==> src/rtl/id_ex_register_pkg.sv <==
// Shared constants for the ID/EX pipeline register: control-bus layout, register-address width
// and ALUOp encodings.
package id_ex_register_pkg;

    localparam int unsigned CTRL_W     = 8;
    localparam int unsigned REG_ADDR_W = 5;
    localparam int unsigned FUNCT_W    = 10;

    // Bit positions within {RegWrite, MemtoReg, MemRead, MemWrite, ALUSrc, ALUOp[1:0], Branch}
    localparam int unsigned CTRL_REGWRITE = 7;
    localparam int unsigned CTRL_MEMTOREG = 6;
    localparam int unsigned CTRL_MEMREAD  = 5;
    localparam int unsigned CTRL_MEMWRITE = 4;
    localparam int unsigned CTRL_ALUSRC   = 3;
    localparam int unsigned CTRL_ALUOP_HI = 2;
    localparam int unsigned CTRL_ALUOP_LO = 1;
    localparam int unsigned CTRL_BRANCH   = 0;

    typedef enum logic [1:0] {
        AluOpAdd    = 2'b00,
        AluOpBranch = 2'b01,
        AluOpRType  = 2'b10,
        AluOpIType  = 2'b11
    } alu_op_e;

endpackage

==> src/rtl/id_ex_register_load_use_detector.sv <==
// Combinational load-use hazard check: a valid load in EX whose destination is read by the
// valid instruction currently in ID.
module load_use_detector
    import id_ex_register_pkg::*;
(
    input  logic                  ex_valid_i,
    input  logic                  ex_mem_read_i,
    input  logic [REG_ADDR_W-1:0] ex_rd_addr_i,
    input  logic                  id_valid_i,
    input  logic [REG_ADDR_W-1:0] id_rs1_addr_i,
    input  logic                  id_rs1_use_i,
    input  logic [REG_ADDR_W-1:0] id_rs2_addr_i,
    input  logic                  id_rs2_use_i,
    output logic                  hazard_o
);

    logic rs1_match;
    logic rs2_match;

    always_comb begin
        rs1_match = id_rs1_use_i && (id_rs1_addr_i == ex_rd_addr_i);
        rs2_match = id_rs2_use_i && (id_rs2_addr_i == ex_rd_addr_i);
        // x0 is never a real dependency, so a load to x0 cannot stall.
        hazard_o  = ex_valid_i && ex_mem_read_i && (ex_rd_addr_i != '0) && id_valid_i &&
                    (rs1_match || rs2_match);
    end

endmodule

==> src/rtl/id_ex_register.sv <==
// ID/EX pipeline register with load-use interlock, bubble insertion and bubble counter.
// Frozen entirely while the data cache stalls the pipeline.
module id_ex_register
    import id_ex_register_pkg::*;
#(
    parameter int unsigned XLEN  = 32,
    parameter int unsigned CNT_W = 32
) (
    input  logic                  clk_i,
    input  logic                  rst_i,
    input  logic                  mem_stall_i,
    input  logic                  ID_valid_i,
    input  logic [REG_ADDR_W-1:0] ID_RS1addr_i,
    input  logic [REG_ADDR_W-1:0] ID_RS2addr_i,
    input  logic [REG_ADDR_W-1:0] ID_RDaddr_i,
    input  logic                  ID_RS1use_i,
    input  logic                  ID_RS2use_i,
    input  logic [XLEN-1:0]       ID_data1_i,
    input  logic [XLEN-1:0]       ID_data2_i,
    input  logic [XLEN-1:0]       ID_imm_i,
    input  logic [CTRL_W-1:0]     ID_ctrl_i,
    input  logic [FUNCT_W-1:0]    ID_funct_i,
    output logic                  EX_valid_o,
    output logic [REG_ADDR_W-1:0] ID_EX_RS1addr_o,
    output logic [REG_ADDR_W-1:0] ID_EX_RS2addr_o,
    output logic [REG_ADDR_W-1:0] ID_EX_RDaddr_o,
    output logic [XLEN-1:0]       EX_data1_o,
    output logic [XLEN-1:0]       EX_data2_o,
    output logic [XLEN-1:0]       EX_imm_o,
    output logic [CTRL_W-1:0]     EX_ctrl_o,
    output logic [FUNCT_W-1:0]    EX_funct_o,
    output logic                  hazard_stall_o,
    output logic [CNT_W-1:0]      bubble_cnt_o
);

    logic                  valid_q;
    logic [REG_ADDR_W-1:0] rs1_q;
    logic [REG_ADDR_W-1:0] rs2_q;
    logic [REG_ADDR_W-1:0] rd_q;
    logic [XLEN-1:0]       data1_q;
    logic [XLEN-1:0]       data2_q;
    logic [XLEN-1:0]       imm_q;
    logic [CTRL_W-1:0]     ctrl_q;
    logic [FUNCT_W-1:0]    funct_q;
    logic [CNT_W-1:0]      bubble_cnt_q;
    logic                  hazard;

    load_use_detector u_load_use_detector (
        .ex_valid_i    (valid_q),
        .ex_mem_read_i (ctrl_q[CTRL_MEMREAD]),
        .ex_rd_addr_i  (rd_q),
        .id_valid_i    (ID_valid_i),
        .id_rs1_addr_i (ID_RS1addr_i),
        .id_rs1_use_i  (ID_RS1use_i),
        .id_rs2_addr_i (ID_RS2addr_i),
        .id_rs2_use_i  (ID_RS2use_i),
        .hazard_o      (hazard)
    );

    always_ff @(posedge clk_i or negedge rst_i) begin
        if (!rst_i) begin
            valid_q      <= 1'b0;
            rs1_q        <= '0;
            rs2_q        <= '0;
            rd_q         <= '0;
            data1_q      <= '0;
            data2_q      <= '0;
            imm_q        <= '0;
            ctrl_q       <= '0;
            funct_q      <= '0;
            bubble_cnt_q <= '0;
        end else if (mem_stall_i) begin
            // Hold everything; a pending hazard stays visible and is resolved after the stall.
        end else if (hazard) begin
            // Zeroed RD keeps the forwarding unit from ever matching a bubble.
            valid_q      <= 1'b0;
            rs1_q        <= '0;
            rs2_q        <= '0;
            rd_q         <= '0;
            data1_q      <= '0;
            data2_q      <= '0;
            imm_q        <= '0;
            ctrl_q       <= '0;
            funct_q      <= '0;
            bubble_cnt_q <= bubble_cnt_q + CNT_W'(1);
        end else begin
            valid_q <= ID_valid_i;
            rs1_q   <= ID_RS1addr_i;
            rs2_q   <= ID_RS2addr_i;
            rd_q    <= ID_RDaddr_i;
            data1_q <= ID_data1_i;
            data2_q <= ID_data2_i;
            imm_q   <= ID_imm_i;
            ctrl_q  <= ID_valid_i ? ID_ctrl_i : '0;
            funct_q <= ID_funct_i;
        end
    end

    assign EX_valid_o      = valid_q;
    assign ID_EX_RS1addr_o = rs1_q;
    assign ID_EX_RS2addr_o = rs2_q;
    assign ID_EX_RDaddr_o  = rd_q;
    assign EX_data1_o      = data1_q;
    assign EX_data2_o      = data2_q;
    assign EX_imm_o        = imm_q;
    assign EX_ctrl_o       = ctrl_q;
    assign EX_funct_o      = funct_q;
    assign hazard_stall_o  = hazard;
    assign bubble_cnt_o    = bubble_cnt_q;

endmodule

==> config.mk <==
export PLATFORM = sky130hd
export DESIGN_NAME = id_ex_register
export DESIGN_NICKNAME = d
export VERILOG_FILES = /design/src/rtl/id_ex_register_pkg.sv /design/src/rtl/id_ex_register_load_use_detector.sv /design/src/rtl/id_ex_register.sv
export SDC_FILE = /design/constraint.sdc
export NUM_CORES = 1
export LEC_CHECK = 0
export BUFFER_PORTS_ARGS = -buffer_cell sky130_fd_sc_hd__buf_2
export CAP_MARGIN = 25
export CORE_MARGIN = 2
export CORE_UTILIZATION = 40
export CTS_BUF_LIST = sky130_fd_sc_hd__clkbuf_8
export CTS_CLUSTER_SIZE = 10
export DETAILED_ROUTE_END_ITERATION = 12
export PLACE_DENSITY = 0.71
export SYNTH_ARGS = -nofsm -noshare
export SYNTH_HDL_FRONTEND = slang
export SYNTH_SLANG_ARGS = --single-unit
export TNS_END_PERCENT = 30
==> constraint.sdc <==
create_clock -name clk_i -period 2.5 [get_ports clk_i]
set_input_delay 0.5 -clock clk_i [delete_from_list [all_inputs] [get_ports clk_i]]
set_output_delay 0.5 -clock clk_i [all_outputs]
set_load 0.02 [all_outputs]
Word-level counts from Yosys, hierarchy flattened --
Index checks and enable logic that the tools add are counted. W data, S select, Z words.
Storage, ports and cells: output and inout bits 163, register bits after elaboration 162
Cells by class: reductions and logical operators 9, equality and inequality tests 2, $add $sub $neg 1, multiplexer cells 10, bitwise logic cells 1
Operator list (number):
- $mux W32 | 3
- $add A32 B1 Y32 const B | 1
- $mux W8 | 2
- $mux W5 | 3
- $eq A5 B5 Y1 | 2
- $mux W10 | 1
- $logic_and A1 B1 Y1 | 6
- $reduce_bool A5 Y1 | 1
- $reduce_and A2 Y1 | 1
- $logic_or A1 B1 Y1 | 1
- $mux W1 | 1
- $not A1 Y1 | 1

Longest topological paths before layout --
Gate-level depths: netlist of the first run.
depth after elaboration 5, mapped depth 7, gate-level depth less buffers 6

Cells and area by module --
Synthesis of the first run repeated with hierarchy kept, for this count alone.
Unflattened totals: cells, all modules 671, area, all modules 6871.6 um2
Modules (own cells, without submodules):
- id_ex_register | cells an instance 654, area each 6740.2 um2, times used 1
- load_use_detector | cells an instance 17, area each 131.4 um2, times used 1

Least setup slack after synthesis of the first run --
Ideal clock, no wire load.
kind reg-to-output, start register rd_q[1] (netlist: ID_EX_RDaddr_o[1]), end output port hazard_stall_o, buffers on the path 2, arrival time 1.746 ns, setup slack 0.254 ns, stages on the path, launching flop included 6, data required time 2.000 ns, cells stage by stage dfrtp_1 > or4_4 > o2111ai_4 > buf_6 > buf_2 > nor2_1
On the way: longest elaborated chain between the ends 4
Ends and longest elaborated chain:
- start: declaration | line id_ex_register.sv:39 | logic [REG_ADDR_W-1:0] rd_q;
- start signal: assignment | line id_ex_register.sv:90 | rd_q <= ID_RDaddr_i;
- $eq A5 B5 Y1 (tied with other cells) | line id_ex_register_load_use_detector.sv:21 | rs1_match = id_rs1_use_i && (id_rs1_addr_i == ex_rd_addr_i);
- $logic_and A1 B1 Y1 (on tied branches) | line id_ex_register_load_use_detector.sv:21, id_ex_register_load_use_detector.sv:22, id_ex_register_load_use_detector.sv:24
- $logic_or A1 B1 Y1 or $logic_and A1 B1 Y1 (tied branches) | line id_ex_register_load_use_detector.sv:25, id_ex_register_load_use_detector.sv:24
- $logic_and A1 B1 Y1 (*) | line id_ex_register_load_use_detector.sv:24 | hazard_o = ex_valid_i && ex_mem_read_i && (ex_rd_addr_i != '0) && id_valid_i &&
- end: declaration | line id_ex_register.sv:32 | output logic hazard_stall_o,
Mark *: on every way between the ends. The rest lies on a longest branch, timed or not.

Final worst setup path of the first run --
start register rd_q[2] (netlist: ID_EX_RDaddr_o[2]), end output port hazard_stall_o
The elaborated chain is that of the path after synthesis.

==> results of run 1 <==
[state kept, by name, summed over array words and instances, names as in the netlist]
register / flops
EX_data1_o: 32
EX_data2_o: 32
EX_imm_o: 32
bubble_cnt_o: 32
EX_funct_o: 10
EX_ctrl_o: 8
ID_EX_RDaddr_o: 5
ID_EX_RS1addr_o: 5
ID_EX_RS2addr_o: 5
EX_valid_o: 1
[worst max-delay path, stage by stage, from the launching register on]
cell and delay [ns]:
dfrtp_2 0.46, or4_4 0.54, o2111ai_4 0.25, buf_12 0.15, nor2_4 0.03, buf_6 0.14
[layout make-up]
cell class | instances | area [um^2] | area share, %
Multi-Input combinational cell | 517 | 2811 | 29.88
Sequential cell | 162 | 4058 | 43.12
Timing Repair Buffer | 328 | 1841 | 19.56
Clock inverter | 13 | 150.1 | 1.596
Inverter | 2 | 7.507 | 0.07978
Clock buffer | 19 | 261.5 | 2.779
Tap cell | 225 | 281.5 | 2.992
[repair_timing]
action / in CTS / in global routing
resized for setup: 6 / 2
setup endpoints to repair: 1 / 6
buffers inserted: 5 / 4
endpoints found under the hold margin: 37 / 0
cloned: 1 / 0
hold buffers: 1 / 0
pin swaps: 4 / 5
[placed cells by master (no fill, tap or decap), types with 2 or more instances in the layout]
cell type,instances
and3_1,4
buf_12,6
buf_2,294
buf_4,23
buf_6,3
bufinv_16,2
clkbuf_8,19
clkinv_4,3
clkinvlp_4,3
dfrtp_1,159
dfrtp_2,3
inv_1,3
inv_6,3
nand2_1,142
nand2b_1,10
nand3_1,4
nand3b_1,2
nand4_1,6
nand4b_1,4
nor2_1,4
nor3_1,16
nor3_2,3
nor4_1,5
nor4_2,8
o21ai_0,205
o21ai_1,46
or2_1,2
or4_1,2
xnor2_1,7
xor2_1,34
[final timing paths]
kind | end | slack, ns | cells after the start
max | hazard_stall_o | -0.02 | 5
max reg2reg | bubble_cnt_o[15] | 0.08 | 7
min | EX_data1_o[10] | 0.29 | 3
min reg2reg | bubble_cnt_o[31] | 0.47 | 1
min in group asynchronous | bubble_cnt_o[31] | 0.56 | 2
max in group asynchronous | EX_data1_o[24] | 1.24 | 3
[power breakdown]
group / internal (mW) / switching [mW] / total [mW]
clock network: 0.958 / 1.03 / 1.99
logic: 0.355 / 0.641 / 0.996
registers: 2.80 / 0.113 / 2.92
total: 4.12 / 1.78 / 5.90
[layer usage]
layer | share of wire, % | vias to the layer above
met2 | 47 | 234
met1 | 43 | 3086
met4 | 1.2 | 0
met3 | 8.3 | 19
li1 | - | 3119
met5 | 0 | -
[cells by family after synthesis]
kind of cell | synth area share (%)
AOI/OAI and AO/OA | 18.42
DFF | 56.62
adders and majority gates | 0.1747
buffers and inverters | 4.299
xor gates and xnor gates | 5.016
muxes | 0.1573
and+or+nand+nor | 15.31
[per-stage QoR]
step | hold WS [ns] | TNS, ns | worst slack (ns) | power (mW)
2_1_floorplan | 0.2044 | 0 | 0.2539 | 3.488
3_3_place_gp | 0.4570 | 0 | 0.1256 | 3.927
3_5_place_dp | 0.4555 | 0 | 0.07985 | 3.948
4_1_cts | 0.2454 | -0.07076 | -0.07076 | 5.958
5_1_grt | 0.2690 | -0.1306 | -0.09947 | 6.211
6_report | 0.2864 | -0.01649 | -0.01649 | 5.899
==> flow_summary.yaml, run 1 <==
clocking:
  clkTransAtPathRegs_ns: 0.09
  numCtsBuffers: 17
  clk_latency_ns: 0.45
  clkSinkCount: 162
  cts_buffer_depth: 2
  htreeDepth: 4
  cts_tree: "built"
  root_buffer: "clkbuf_8"
grt:
  grt_pass1_wl_um: 31040
  top_usage_layer: "met2"
  globalRouteMet1Util_pct: 27.75
  met2_usage_pct: 32.89
  grt_pass1_vias: 6048
  antenna_found_initial: 0
  grt_util_met3_pct: 6.181
  track_usage_pct: 20.75
  grt_max_degree: 181
  grt-ovfl-total: 0
floorplan:
  ioPinCount: 298
  die_area_um2: 18980
  start_util_pct: 41.11
  core_um2: 17420
  die_x_um: 137.8
  num_rows: 48
  die_h_um: 137.8
sta:
  fin_crit_ns: 2.516
  setup_viol: 1
  rsz0062_at_grt: "true"
  slew_violations: 0
  post-route-period-util_pct: 100.7
  finalHoldViolations: 0
  worst_pin_slew_ns: 0.7785
  setup_slack_ns: -0.01649
  slew_headroom_pct: 48.10
  fmax_ghz: 0.3974
  fin_skew_ns: 0.01545
placed_design:
  placement.cell_area_um2: 8865
  port_buffers: 297
  gp_congestion: 0.7836
  dp_hpwl_um: 13680
  placedCellCount: 1223
synth:
  syn-cell-area_um2: 7159
  syn_nets: 881
  yosysWarnings: 0
  ys.flop_type: "dfrtp_1"
  synthArstFlopShare_pct: 100.0
  synth_common_cells: "205 x o21ai_0, 162 x dfrtp_1, 142 x nand2_1"
  synth_seq_cells: 162
  synth.most_common_cell: "o21ai_0"
  synth_edf_count: 0
  postSynthAreaPerCell_um2: 9.610
  seq_area_frac_synth_pct: 56.62
  synthTopCellsByArea: "dfrtp_1 57%, o21ai_0 14%, nand2_1 7.4%"
  yosysTopAreaCellShare_pct: 56.62
  synth_top_area_cell: "dfrtp_1"
  synth.distinct_cells: 37
  synthCells: 745
power_and_ir_drop:
  irDropWorstVdd_uv: 342.0
  powerDensity_nw_per_um2: 626.9
  leakagePower_nw: 4.655
routing:
  avgViaCountPerCell: 5.101
  routed_wl_um: 20200
  firstDrtPassIters: 5
  drc: 0
  drtIter0Drc: 400
  wl_per_cell_um: 15.96
  vias: 6458
  ant_nets: 0
critical_path:
  crit_required_ns: 2.00
  cp_max_fo: 5
  endpoint_kind: "output pin"
  start_kind: "register"
  reg2reg_from: "ID_EX_RDaddr_o[3]"
  cp.arrival_ns: 2.02
  worst-setup-path-type: "reg2out"
  crit_path_start: "ID_EX_RDaddr_o[2]"
outcome:
  status: "finished with violations"
  failed_checks: "negative setup slack"
layout:
  drive_above_1_share_pct: 36.50
  area_growth_pct: 31.44
  n_antenna_cell: 0
  fin_cells: 1266
  nets: 1164
  fillers: 1639
  stdcell_area_um2: 9410
  finish.utilization_pct: 54.03
job:
  max-cap-violations: 0
min_path:
  min_path_type: "in2reg"
  hold_start: "ID_data1_i[10]"
(Power assumes the default switching activity.)
==> run 2: changes to the inputs <==
- ABC_CLOCK_PERIOD_IN_PS: default -> 2000
- PLACE_DENSITY: 0.71 -> 0.73
- clock period: 2.5 -> 2 ns (I/O delays scaled with it)
==> flow_summary.yaml, run 2 (synthesized netlist as in run 1, its figures left out) <==
layout:
  finish.utilization_pct: 60.99
  stdcell_area_um2: 10620
  final_cell_mix: "294 x buf_2, 158 x o21ai_1, 156 x dfrtp_1"
  drive_above_1_share_pct: 46.88
  fillers: 1465
  multi_input_area_um2: 3302
  final_common_cell: "buf_2"
  area_growth_pct: 48.37
  nets: 1213
  seqCellArea_um2: 4061
  n_antenna_cell: 0
outcome:
  status: "finished with violations"
  failed_checks: "negative setup slack"
clocking:
  cts_tree: "built"
  clk_latency_ns: 0.44
  cts_buffer_depth: 2
  numCtsBuffers: 17
  root_buffer: "clkbuf_8"
  clkTransAtPathRegs_ns: 0.09
  htreeDepth: 4
  clkSinkCount: 162
routing:
  drtIter0Drc: 382
  top_layer: "met4"
  wl_met3_um: 1496
  routed_wl_um: 22470
  wl_per_cell_um: 17.11
  vias: 6762
  wl_met1_um: 8993
  drc: 0
  avgViaCountPerCell: 5.150
  firstDrtPassIters: 5
  wl_met2_um: 11350
  ant_nets: 0
grt:
  grt_pass1_vias: 5969
  antenna_found_initial: 0
  track_usage_pct: 20.64
  grt_pass1_wl_um: 30720
  grt_max_degree: 196
  grt-ovfl-total: 0
placed_design:
  gp_congestion: 0.8408
  placement.cell_area_um2: 9194
  dp_hpwl_um: 14030
  port_buffers: 297
  place_ws_ns: -0.1759
sta:
  fmax_ghz: 0.4243
  rsz0062_at_grt: "true"
  finalHoldViolations: 0
  worst_pin_slew_ns: 0.8546
  fin_skew_ns: 0.01163
  slew_violations: 0
  slew_headroom_pct: 43.03
  fin_crit_ns: 2.357
  setup_slack_ns: -0.3569
  setup_viol: 163
  post-route-period-util_pct: 117.8
  fin_setup_tns_ns: -21.45
power_and_ir_drop:
  leakagePower_nw: 5.369
  irDropWorstVdd_uv: 506.0
  powerDensity_nw_per_um2: 729.6
floorplan:
  die_area_um2: 18980
  die_x_um: 137.8
  start_util_pct: 41.11
  ioPinCount: 298
  core_um2: 17420
  num_rows: 48
  die_h_um: 137.8
critical_path:
  critical_path.cell_chain: "or4_4, o2111ai_4, buf_12, nor2_4, buf_6"
  start_kind: "register"
  cp.arrival_ns: 1.96
  crit_slowest_cell: "or4_4"
  endpoint_kind: "output pin"
  cp_slowest_stage_delay_ns: 0.54
  worst-setup-path-type: "reg2out"
  cp_max_fo: 5
  crit_required_ns: 1.60
job:
  max-cap-violations: 0
min_path:
  min_path_type: "in2reg"
-- run 2: repair_timing --
action,4_1_cts,5_1_grt
cloned,1,9
pin swaps,8,28
hold endpoints to repair,40,0
gates resized for setup,22,293
hold buffers,1,0
setup endpoints to repair,95,163
setup buffers,5,11
-- run 2: through the flow --
| step | power [mW] | std cells | hold slack, ns |
|---|---|---|---|
| after global placement | 4.943 | 1256 | 0.3675 |
| after global routing | 8.123 | 1313 | 0.1577 |
| after detailed placement | 4.971 | 1256 | 0.3707 |
| after CTS | 7.653 | 1293 | 0.1673 |
| after floorplan | 4.365 | 745 | 0.1044 |
| final | 7.750 | 1313 | 0.1892 |
-- run 2: worst paths after layout --
check                                        from                to  slack, ns  cells past startpoint
worst max-delay path            ID_EX_RDaddr_o[2]    hazard_stall_o      -0.36                      5
worst min-delay path                ID_data1_i[6]     EX_data1_o[6]       0.19                      3
worst max register to register  ID_EX_RDaddr_o[2]    EX_data2_o[29]      -0.25                     10
worst min register to register      EX_data1_o[4]     EX_data1_o[4]       0.49                      2
max in group asynchronous                   rst_i     EX_data1_o[4]       0.89                      3
min in group asynchronous                   rst_i  bubble_cnt_o[25]       0.47                      2
-- run 2: critical path, delay by kind of cell, from the launching register on --
family	cells	cell delay, ns
AOI/OAI and AO/OA	1	0.23
buffers and inverters	2	0.26
DFF	1	0.46
and+or+nand+nor	2	0.57
-- run 2: cell type report --
class	instances	area share, %
Clock inverter	12	1.720
Sequential cell	162	38.23
Tap cell	225	2.650
Inverter	2	0.07067
Timing Repair Buffer	377	23.91
Multi-Input combinational cell	517	31.08
Clock buffer	18	2.332
-- run 2: layer usage --
metal  track usage [%]  up-vias
met5                 0        -
met4             8.617        0
met3             3.753       43
met2             34.41      261
met1             26.50     3221
li1                  -     3237
-- run 2: power breakdown --
group          internal [mW]  switching, mW  total [mW]  leakage (nW)
sequential              3.51          0.134        3.64          2.02
combinational          0.561          0.916        1.48          3.14
clock                   1.39           1.24        2.63         0.208
